### src/rtl/rr_req_arbiter.sv
// rr_req_arbiter
// Round-robin arbiter feeding the 4-to-2 one-hot encoder stage. A grant is
// held by its owner until the owner pulses done or withdraws its request;
// the priority pointer then advances past the owner and re-arbitration
// happens on the same edge, so there are no dead cycles between owners.
//
// Ports:
//   clk      in   rising-edge system clock
//   rst_n    in   asynchronous active-low reset
//   req      in   [IN-1:0] request lines, bit i = requester i wants the resource
//   done     in   owner release pulse, looked at only while busy
//   gnt      out  [IN-1:0] registered one-hot grant, zero when idle
//   gnt_idx  out  [$clog2(IN)-1:0] binary index of the owner, zero when idle
//   busy     out  high while a grant is active (equals |gnt)
module rr_req_arbiter #(
  parameter int IN = 4
) (
  input  logic                  clk,
  input  logic                  rst_n,
  input  logic [IN-1:0]         req,
  input  logic                  done,
  output logic [IN-1:0]         gnt,
  output logic [$clog2(IN)-1:0] gnt_idx,
  output logic                  busy
);

  localparam int W = $clog2(IN);

  typedef enum logic [0:0] {
    IDLE  = 1'b0,
    GRANT = 1'b1
  } state_t;

  state_t          state;
  state_t          state_nxt;
  logic [W-1:0]    ptr;
  logic [W-1:0]    ptr_nxt;
  logic [IN-1:0]   gnt_nxt;
  logic [W-1:0]    idx_nxt;
  logic            busy_nxt;
  logic [W:0]      pick_res;

  // Index after i, wrapping at IN so the pointer never reaches IN or above.
  function automatic logic [W-1:0] next_idx(input logic [W-1:0] i);
    logic [W-1:0] n;
    if (i == W'(IN - 1)) begin
      n = {W{1'b0}};
    end else begin
      n = i + {{(W-1){1'b0}}, 1'b1};
    end
    return n;
  endfunction

  // First set request scanning base, base+1, ... cyclically.
  // Returns {found, index}.
  function automatic logic [W:0] pick(input logic [IN-1:0] r,
                                      input logic [W-1:0]  base);
    logic         found;
    logic [W-1:0] sel;
    logic [W-1:0] cand;
    logic [W:0]   pos;
    found = 1'b0;
    sel   = {W{1'b0}};
    for (int k = 0; k < IN; k++) begin
      pos = {1'b0, base} + (W+1)'(k);
      if (pos >= (W+1)'(IN)) begin
        pos = pos - (W+1)'(IN);
      end else begin
        pos = pos;
      end
      cand = pos[W-1:0];
      if (!found && r[cand]) begin
        found = 1'b1;
        sel   = cand;
      end else begin
        found = found;
      end
    end
    return {found, sel};
  endfunction

  // Next-state and next-output decode for the IDLE/GRANT controller.
  always_comb begin
    state_nxt = state;
    ptr_nxt   = ptr;
    gnt_nxt   = gnt;
    idx_nxt   = gnt_idx;
    busy_nxt  = busy;
    pick_res  = {(W+1){1'b0}};
    case (state)
      IDLE: begin
        pick_res = pick(req, ptr);
      end
      GRANT: begin
        if (done || !req[gnt_idx]) begin
          // Release: the owner drops to lowest priority for this arbitration.
          ptr_nxt  = next_idx(gnt_idx);
          pick_res = pick(req, next_idx(gnt_idx));
        end else begin
          pick_res = {(W+1){1'b0}};
        end
      end
      default: begin
        pick_res = {(W+1){1'b0}};
      end
    endcase

    // Apply the arbitration result only when one was actually evaluated.
    if (state == GRANT && !(done || !req[gnt_idx])) begin
      state_nxt = GRANT;
    end else if (pick_res[W]) begin
      state_nxt = GRANT;
      gnt_nxt   = {{(IN-1){1'b0}}, 1'b1} << pick_res[W-1:0];
      idx_nxt   = pick_res[W-1:0];
      busy_nxt  = 1'b1;
    end else begin
      state_nxt = IDLE;
      gnt_nxt   = {IN{1'b0}};
      idx_nxt   = {W{1'b0}};
      busy_nxt  = 1'b0;
    end
  end

  // State, pointer and registered outputs; reset clears them immediately.
  always_ff @(posedge clk or negedge rst_n) begin
    if (!rst_n) begin
      state   <= IDLE;
      ptr     <= {W{1'b0}};
      gnt     <= {IN{1'b0}};
      gnt_idx <= {W{1'b0}};
      busy    <= 1'b0;
    end else begin
      state   <= state_nxt;
      ptr     <= ptr_nxt;
      gnt     <= gnt_nxt;
      gnt_idx <= idx_nxt;
      busy    <= busy_nxt;
    end
  end

endmodule

### config.mk
export PLATFORM = sky130hd
export DESIGN_NAME = rr_req_arbiter
export DESIGN_NICKNAME = d
export VERILOG_FILES = /design/src/rtl/rr_req_arbiter.sv
export SDC_FILE = /design/constraint.sdc
export NUM_CORES = 1
export LEC_CHECK = 0
export ABC_CLOCK_PERIOD_IN_PS = 3050
export CORE_ASPECT_RATIO = 1.1
export CORE_MARGIN = 8
export CORE_UTILIZATION = 45
export DETAILED_ROUTE_END_ITERATION = 8
export PLACE_DENSITY = 0.71
export SETUP_SLACK_MARGIN = 0.02
export SLEW_MARGIN = 5
export SYNTH_ARGS = -nofsm -noshare
export SYNTH_HDL_FRONTEND = slang
export SYNTH_SLANG_ARGS = --single-unit
### constraint.sdc
create_clock -name clk -period 3.05 [get_ports clk]
set_input_delay 0.305 -clock clk [delete_from_list [all_inputs] [get_ports clk]]
set_output_delay 0.305 -clock clk [all_outputs]
set_load 0.1 [all_outputs]
; ---- Word-level counts from Yosys, hierarchy flattened
; Cells that the tools add are included.
[totals]
output_inout_bits = 7
elab_cells = 129
register_bits = 10
inputBits = 7
[classes]
eq_ne = 1
bitwise_logic = 1
order_cmp = 17
add_sub_neg = 15
reduce_logical = 17
shift = 1
mux = 72
[ops]
columns = op, count
row1 = $mux W2, 32
row2 = $mux W1, 28
row3 = $lt A2 B3 Y1 const B, 9
row4 = $bmux W1 S2, 9
row5 = $ge A3 B3 Y1 const B, 6
row6 = $sub A2 B1 Y2 const B, 8
row7 = $add A2 B2 Y3 const B, 4
row8 = $logic_not A1 Y1, 8
row9 = $logic_and A1 B1 Y1, 7
row10 = $add A2 B1 Y3 const B, 2
row11 = $ge A2 B3 Y1 const B, 2
row12 = $pmux W3 S2, 1
row13 = $mux W4, 1
row14 = $shl A1 B2 Y4 const A, 1
row15 = $mux W3, 1
row16 = $add A2 B1 Y2 const B, 1
row17 = $eq A2 B2 Y1 const B, 1
row18 = $reduce_and A2 Y1, 1
row19 = $logic_or A1 B1 Y1, 1
row20 = $not A1 Y1, 1

; ---- Longest topological paths before layout
; Gate-level depths: netlist of the first run.
[depth]
word_depth = 32
mapped_depth = 9
ltp_nobuf = 8

; ---- Least setup slack after synthesis of the first run
; No wires, ideal clock.
[synth_timing]
path_kind = register -> register
start = reg gnt_idx[0]
end = reg gnt[0]
setup_time_ps = 123
t_required_ps = 2927
arrival_ps = 2787
slack_ps = 140
synth_period_minus_slack_ps = 2910
path_buffers = 1
stages_incl_launch_ff = 10
path_cell_list = dfrtp_1 buf_6 inv_1 ha_1 nor2_1 mux2i_1 mux2i_1 xnor2_1 o31a_1 a32o_1
[synth_via]
elab_chain_cells = 30
word_cells_on_any_way = 66
cone_classes = 8 x add/sub / 4 x order compare / 1 x eq/ne / 1 x shift / 42 x mux / 10 x reduce/logical
[synth_rtl]
columns = element, line_no
row1 = "start, declared", 23  ; output logic [$clog2(IN)-1:0] gnt_idx,
row2 = "start signal, assigned", 130  ; gnt_idx <= {W{1'b0}};
row3 = "start signal, assigned", 136  ; gnt_idx <= idx_nxt;
row4 = $add A2 B1 Y2 / $eq A2 B2 Y1 (equally long branches), "49, 46"
row5 = $mux W2, 46  ; if (i == W'(IN - 1)) begin
row6 = $mux W2, 95  ; if (done || !req[gnt_idx]) begin
row7 = $mux W2, 90  ; case (state)
row8 = $ge A2 B3 Y1 / $sub A2 B1 Y2 (equally long branches), "66, 67"
row9 = $mux W2, 66  ; if (pos >= (W+1)'(IN)) begin
row10 = $mux W2, 95
row11 = $mux W2, 90
row12 = [14 not listed], n/a
row13 = $mux W1, 90
row14 = $logic_not A1 Y1, 72  ; if (!found && r[cand]) begin
row15 = $logic_and A1 B1 Y1, 72
row16 = $mux W2, 72
row17 = $mux W3, 95
row18 = $pmux W3 S2, 90
row19 = $shl A1 B2 Y4, 113  ; gnt_nxt = {{(IN-1){1'b0}}, 1'b1} << pick_res[W-1:0];
row20 = $mux W4, 111  ; end else if (pick_res[W]) begin
row21 = "end signal, assigned", 129  ; gnt <= {IN{1'b0}};
row22 = "end signal, assigned", 135  ; gnt <= gnt_nxt;
row23 = "end, declared", 22  ; output logic [IN-1:0] gnt,
; Several ways; a longest one is shown, not always the timed one. The select of a mux whose other input is x is not followed.
; A chain may end at the register's enable or synchronous reset.

; ---- Final worst setup path of the first run
; Ends and elaborated chain as after synthesis.

==> results of run 1 <==
## cell type report
class / count / share of cell area [%]
Sequential cell: 10 / 27.8
Inverter: 4 / 1.67
Clock buffer: 4 / 4.03
Multi-Input combinational cell: 68 / 50.3
Tap cell: 17 / 2.36
Timing Repair Buffer: 13 / 13.9
## sequential cells by signal, summed over array words and instances (netlist names)
signal	cells
gnt_idx	2
gnt	4
ptr	2
busy	1
state	1
## cells by family (layout without fill, tap and decap cells)
logic type               after synthesis  count (layout)  synth area share, %
AND/OR/NAND/NOR                       31              31                 18.9
AO/OA/AOI/OAI                         24              24                 22.5
flip-flops                            10              10                 34.3
multiplexers                           7               7                 12.0
buffers and inverters                  5              21                 3.60
adder cells (fa/ha/maj)                3               3                 5.15
XOR/XNOR                               3               3                 3.60
## per-stage QoR
step / setup slack (ps) / utilization [%] / instance area [um^2]
3_3_place_gp: 632 / 56.2 / 865
3_5_place_dp: 468 / 56.2 / 865
4_1_cts: 462 / 58.5 / 901
2_1_floorplan: 140 / - / 729
5_1_grt: 251 / 58.5 / 901
6_report: 460 / 58.5 / 901
## placed cells by master, fill, tap and decap left out
master / netlist / layout
sky130_fd_sc_hd__mux4_2: 1 / 1
sky130_fd_sc_hd__xor2_1: 1 / 1
sky130_fd_sc_hd__xnor2_1: 2 / 2
sky130_fd_sc_hd__mux2_2: 4 / 4
sky130_fd_sc_hd__a22oi_1: 1 / 1
sky130_fd_sc_hd__a21o_2: 1 / 1
sky130_fd_sc_hd__nor2_1: 9 / 9
sky130_fd_sc_hd__o31ai_1: 2 / 2
sky130_fd_sc_hd__o211ai_1: 1 / 1
sky130_fd_sc_hd__nand2_1: 11 / 11
sky130_fd_sc_hd__or2_2: 1 / 1
sky130_fd_sc_hd__mux2i_1: 2 / 2
sky130_fd_sc_hd__o21ai_0: 3 / 3
sky130_fd_sc_hd__nand4_1: 2 / 2
sky130_fd_sc_hd__clkdlybuf4s50_1: 0 / 11
sky130_fd_sc_hd__clkbuf_4: 0 / 3
sky130_fd_sc_hd__a211oi_1: 1 / 1
sky130_fd_sc_hd__clkbuf_8: 0 / 1
sky130_fd_sc_hd__ha_1: 3 / 3
sky130_fd_sc_hd__a21o_1: 2 / 2
sky130_fd_sc_hd__o31a_1: 1 / 1
sky130_fd_sc_hd__a22o_1: 1 / 1
sky130_fd_sc_hd__o22a_1: 1 / 1
sky130_fd_sc_hd__nand3_1: 1 / 1
sky130_fd_sc_hd__nand2b_1: 1 / 1
sky130_fd_sc_hd__a21oi_1: 7 / 7
sky130_fd_sc_hd__nor3_1: 4 / 4
sky130_fd_sc_hd__buf_4: 0 / 2
sky130_fd_sc_hd__a41oi_1: 1 / 1
sky130_fd_sc_hd__o21bai_1: 1 / 1
sky130_fd_sc_hd__inv_1: 4 / 4
sky130_fd_sc_hd__nor4_1: 1 / 1
sky130_fd_sc_hd__a32o_1: 1 / 1
sky130_fd_sc_hd__dfrtp_1: 10 / 10
sky130_fd_sc_hd__or3_1: 1 / 1
## routing by layer
metal / part of all wire, % / vias to the layer above / track usage (%)
met3: 4.4 / 2 / 4.86
met1: 49 / 310 / 15.9
met4: 0.36 / 0 / 2.11
li1: - / 339 / -
met2: 46 / 16 / 15.4
met5: 0 / - / 0
## critical path: stages, from the launching register on
cell	delay (ps)
sky130_fd_sc_hd__dfrtp_1	640
sky130_fd_sc_hd__inv_1	140
sky130_fd_sc_hd__ha_1	250
sky130_fd_sc_hd__nor2_1	320
sky130_fd_sc_hd__mux2i_1	270
sky130_fd_sc_hd__mux2i_1	230
sky130_fd_sc_hd__xnor2_1	100
sky130_fd_sc_hd__o31a_1	280
sky130_fd_sc_hd__a32o_1	250
## path summary, 6_finish.rpt
kind | from | endpoint | slack [ps]
max in group asynchronous | rst_n | ptr[0] | 2390
min in group clk | gnt[2] | gnt[2] | 480
min reg2reg | gnt[2] | gnt[2] | 480
max | gnt_idx[0] | gnt[0] | 460
min | rst_n | gnt[1] | 350
max reg2reg | gnt_idx[0] | gnt[0] | 460
==> summary.md, run 1 <==
The floorplan step set the die width to 54.4 um. Dividing the detail-routed via count by the number of cells gives 5.75. Counting instances in the post-synthesis netlist gives the leading cell types as 11 x sky130_fd_sc_hd__nand2_1, 10 x sky130_fd_sc_hd__dfrtp_1, 9 x sky130_fd_sc_hd__nor2_1.

Once layout is complete, the cells apart from fillers number 116. The flow ran to the end, and the final reports show no timing, DRC or antenna violations. The tightest hold path in the finished design has a slack of 354 ps. For the insertion delay to the later sink of the worst-skew pair, the log shows 260 ps. The cell sitting at the root of the clock tree is a sky130_fd_sc_hd__clkbuf_4.

The minimum clock period was 2590 ps; the async set or reset register ratio after synthesis was 100%. The number of hold buffers added after CTS was 0. Slew at the pin with the worst max-slew slack: 980 ps.

Counting flops with a built-in enable in the synthesized netlist gives 0. Yosys mapped the design onto 32 distinct sky130hd cell types. Across the routed clock network, the largest skew measured is 3.69 ps. For this run, the detailed router's first-pass iteration total came to 4. Global routing finished with a remaining overflow of 0.

The run gives 2720 um as the wire length of the first global-routing pass. The setup total negative slack was 0 ps; the total die area was 3170 um^2. The CTS H-tree depth was 1. After detailed routing, the number of remaining DRC violations is 0.

The critical-path maximum fanout was 15; the clock sink count was 10. The count of buffers inserted at the top-level ports is 13, and the total instance count after detailed placement is 112. Setup violations remaining at the end of the flow were counted as 0.

Biggest area consumer among synthesized cells: sky130_fd_sc_hd__dfrtp_1. The vertical die dimension came out at 58.2 um. The sequential cell area in the final layout is 250 um^2, and the remaining antenna violation count is 0. The detailed router finished its first iteration with 18 violations. The logs give 15 for the number of placement rows and 2 for the buffer depth of the longest clock path. In this run the post-CTS setup repair buffer count came out at 0. In this run the cell area of the synthesized design comes to 729 um^2.

Counting every net in the synthesized netlist gives 93. The initial antenna violation count was 0. The top cell type by area accounts for 34.3% of the synthesized area.

Count of fill cells added during filler insertion: 139. For this run, the leading register cell type out of synthesis is sky130_fd_sc_hd__dfrtp_1. Across every metal layer, demand over resource in global routing totals 11.2%.

The core region is 1540 um^2. For the number of warnings reported in the yosys synthesis log, the log shows 0. Pin placement for this block handled 14 I/O pins. After synthesis, the cell types taking the most area are sky130_fd_sc_hd__dfrtp_1 34%, sky130_fd_sc_hd__mux2_2 6.2%, sky130_fd_sc_hd__nand2_1 5.7%, sky130_fd_sc_hd__ha_1 5.1%, sky130_fd_sc_hd__a21oi_1 4.8%. The worst hold path class was in2async.

TritonCTS built the clock tree. The post-CTS clock slew at the launch and capture registers of the worst setup and hold paths works out to 70 ps. In the finished design, the share of the clock period the worst path needs comes to 84.9%.

The synthesized design contains 10 register bits. The count of cells along the worst register-to-register path came out at 8. The startpoint-to-endpoint class of the critical path is reg2reg.

Type of origin of the critical path: a register. The antenna diode count is 0. The nature of the critical path endpoint was a register. The signal arrival time at the worst endpoint is 2740 ps, and the via count of the first global-routing pass is 616.

The average wire per standard cell works out to 14.4 um. Relative to the synthesized area, the layout overhead comes to 23.5%. The number of pins exceeding their max-slew limit in the final report was 0. In this run the mean area of a mapped cell was 8.79 um^2. Of the synthesized area, sequential elements account for 34.3%. At the end of routability-driven placement, the weighted congestion stood at 0.933. The final layout contains 110 nets.

The max-slew headroom at the worst pin came out at 34.5%. Number of endpoints with negative hold slack in the final report: 0. Once the floorplan was initialized, standard cells occupied 47.4% of the core.

The quantity of gates resized following cts is 0. In this run, CTS created clock tree buffers numbering 3. The post-route netlist has 13.1% of its cells at a drive strength greater than 1.

Max-cap violations in this run came to 0. The most repeated cell in the gate-level netlist after synthesis is sky130_fd_sc_hd__nand2_1. Detailed routing inserted a total of 667 vias. The required arrival time at the worst endpoint was 3200 ps; the maximum frequency from static timing analysis was 0.386 GHz.

Setup repair after global routing left no endpoint under its margin. For the area occupied by multi-input gates, the log shows 453 um^2. Entering global routing, the biggest net connects 16 pins.

Detailed placement ended at an HPWL of 1320 um. For the wire length after detailed routing, the log shows 1680 um. The run gives 83 as the synthesized netlist cell count.
Power of run 1 is left out: the tool's default activity adds up to more than one toggle a clock period on the data nets, which glitch-free logic cannot reach.
==> run 2: changes to the inputs <==
--- a/config.mk
+++ b/config.mk
@@ -5,12 +5,12 @@
 export SDC_FILE = /design/constraint.sdc
 export NUM_CORES = 1
 export LEC_CHECK = 0
-export ABC_CLOCK_PERIOD_IN_PS = 3050
+export ABC_CLOCK_PERIOD_IN_PS = 2200
 export CORE_ASPECT_RATIO = 1.1
 export CORE_MARGIN = 8
 export CORE_UTILIZATION = 45
 export DETAILED_ROUTE_END_ITERATION = 8
-export PLACE_DENSITY = 0.71
+export PLACE_DENSITY = 0.74
 export SETUP_SLACK_MARGIN = 0.02
 export SLEW_MARGIN = 5
 export SYNTH_ARGS = -nofsm -noshare
==> constraint.sdc (replaced) <==
create_clock -name clk -period 2.2 [get_ports clk]
set_input_delay 0.22 -clock clk [delete_from_list [all_inputs] [get_ports clk]]
set_output_delay 0.22 -clock clk [all_outputs]
set_load 0.1 [all_outputs]
==> run 2 against run 1 <==
Effect of this change:
- die area unchanged
- first-iteration DRC count down 44%
- hold slack worse by 92 ps
- final area up 14%
- non-clock buffer count up 13
- critical endpoint unchanged
==> summary.md, run 2 (same netlist as run 1, synthesis figures left out) <==
The remaining routing DRC violations is 0, and the minimum clock period is 2160 ps. The initial DRC count was 10. For the number of pins exceeding their max-slew limit in the final report, the log shows 0. Input and output buffers added on the ports amount to 13. The setup check on the worst reg-to-reg path leaves a slack of 40 ps. In this run the critical register-to-register path is captured at gnt[0]. The final layout contains 123 nets. In this run the critical register-to-register path is launched from gnt_idx[0]. The insertion delay to the later sink of the worst-skew pair is 260 ps, and the CTS H-tree depth is 1.

The flow ran to the end, and the final reports show no timing, DRC or antenna violations. After detailed routing, the average wire length per cell comes to 13.9 um. The number of buffers inserted for hold repair after clock tree synthesis is 0, and the maximum frequency from static timing analysis is 0.463 GHz. The total global routing overflow was 0. At the pin with the least slew margin, the transition time is 427 ps.

The layout has 131 filler cells. For the worst flop-to-flop path, the logic depth is 7. Registers take 258 um^2.

The register with the most flip-flops in the layout has 4 of them. Remaining antenna violation count: 0. The final worst-path cycle share was 98.2%. Summed over all nets, the half-perimeter wirelength after detailed placement is 1430 um.

The die covers 3170 um^2. Leaving out fill and tap cells, the most frequent cells in the layout are 19 x sky130_fd_sc_hd__buf_4, 11 x sky130_fd_sc_hd__nand2_1, 8 x sky130_fd_sc_hd__nor2_1, 8 x sky130_fd_sc_hd__dfrtp_1, 7 x sky130_fd_sc_hd__a21oi_1. The synthesis-to-finish area growth is 40.8%.

The floorplan step set the die height to 58.2 um. The logs give 2300 ps for the signal arrival time at the worst endpoint and 0 for the number of setup violations in the final report. For the number of vias in the routed layout, the log shows 729. The number of antenna diodes in the final layout is 0. The initial antenna violation count is 0. From left edge to right edge, the die measures 54.4 um.

The worst hold path class was in2async. The number of endpoints with negative hold slack in the final report is 0. Leading cell type in the layout, fill and taps excluded: sky130_fd_sc_hd__buf_4. The wire length after detailed routing was 1790 um; the critical-path maximum fanout was 8. After detailed placement, the design holds a cell count of 122.

Setup repair after global routing could not meet its margin everywhere. The required arrival time at the worst endpoint was 2340 ps; the first-pass iteration count of the detailed router was 4. Global routing consumed, over all layers together, 12.1% of the routing resources. Counting flops per register, the top entry is gnt. The run gives 15 as the number of placement rows. The run gives 484 um^2 as the area occupied by multi-input gates. TritonCTS built the clock tree. The tree built by TritonCTS fans out to 10 sinks. In this run the count of I/O pins placed on the die edge is 14. The tool flagged a number of max-cap violations equal to 0.

The post-CTS clock slew at the launch and capture registers of the worst setup and hold paths works out to 60 ps. The tools report the final setup skew as 9.49 ps. The max-slew headroom at the worst pin is 71.4%. The proportion of layout cells with a drive suffix above 1 is 33.0%. The worst setup path is captured at a register.

The cell at the root of the clock tree was sky130_fd_sc_hd__clkbuf_4. The startpoint-to-endpoint class of the critical path was reg2reg. The via count of the first global-routing pass was 715. The number of clock buffers added by TritonCTS is 3.

Routability-driven placement finished with a final weighted congestion of 0.902. The largest registers in the layout are gnt x4, gnt_idx x2, ptr x2. Type of origin of the critical path: a register. Once the floorplan was initialized, standard cells occupied 47.4% of the core.

The pin count of the biggest net entering global routing was 11. In this run the standard cell core region covers 1540 um^2. Using the TritonRoute via totals, the vias-per-cell ratio works out to 5.65. The wire length of the first global-routing pass came out at 2970 um.

For the buffer depth of the longest clock path, the log shows 2. Once layout is complete, the cells apart from fillers number 129.
[run 2: cell count changes in the layout (fill, tap and decap cells not counted), sizes merged]
| cell | before | now |
|---|---|---|
| clkdlybuf4s50 | 11 | 6 |
| buf | 2 | 20 |
[run 2: worst max path at each step]
stage	start	endpoint	slack, ps	cells past startpoint
global placement	req[2]	gnt[0]	60	7
finish	gnt_idx[0]	gnt[0]	40	7
CTS	gnt_idx[0]	gnt[0]	30	7
detailed placement	req[2]	gnt[0]	40	7
floorplan	gnt_idx[0]	gnt[0]	-120	9
global route	gnt_idx[0]	gnt[0]	-90	7
[run 2: layout make-up]
type	instances	share of cell area, %
Inverter	4	1.46
Clock buffer	4	2.56
Sequential cell	10	25.1
Timing Repair Buffer	26	21.7
Multi-Input combinational cell	68	47.1
Tap cell	17	2.07
[run 2: layer usage]
layer / up-vias / GRT usage [%] / share of wire, %
li1: 363 / - / -
met1: 350 / 13.7 / 43
met2: 14 / 20.2 / 52
met3: 2 / 2.30 / 4.2
met4: 0 / 6.34 / 0.50
met5: - / 0 / 0
[run 2: critical path: stages (launching register included)]
cell	delay, ps
sky130_fd_sc_hd__dfrtp_4	520
sky130_fd_sc_hd__buf_12	150
sky130_fd_sc_hd__mux2_4	320
sky130_fd_sc_hd__mux2i_1	170
sky130_fd_sc_hd__mux2i_1	240
sky130_fd_sc_hd__xnor2_1	110
sky130_fd_sc_hd__o31a_1	280
sky130_fd_sc_hd__a32o_1	250
[run 2: stage by stage]
stage / TNS, ps / instance area, um^2 / utilization (%) / hold WS (ps) / setup WS [ps]
floorplan: -117 / 757 / - / -75.6 / -117
global placement: 0 / 967 / 62.8 / 464 / 63.4
detailed placement: 0 / 967 / 62.8 / 473 / 42.4
CTS: 0 / 993 / 64.6 / 269 / 25.7
global route: -99.4 / 1030 / 66.7 / 292 / -92.3
finish: 0 / 1030 / 66.7 / 262 / 40.3
[run 2: what timing repair did]
action / 4_1_cts / 5_1_grt
gates resized for setup: 0 / 3
setup buffers: 0 / 3
setup endpoints to repair: 0 / 5
Power of run 2 is left out for the same reason.
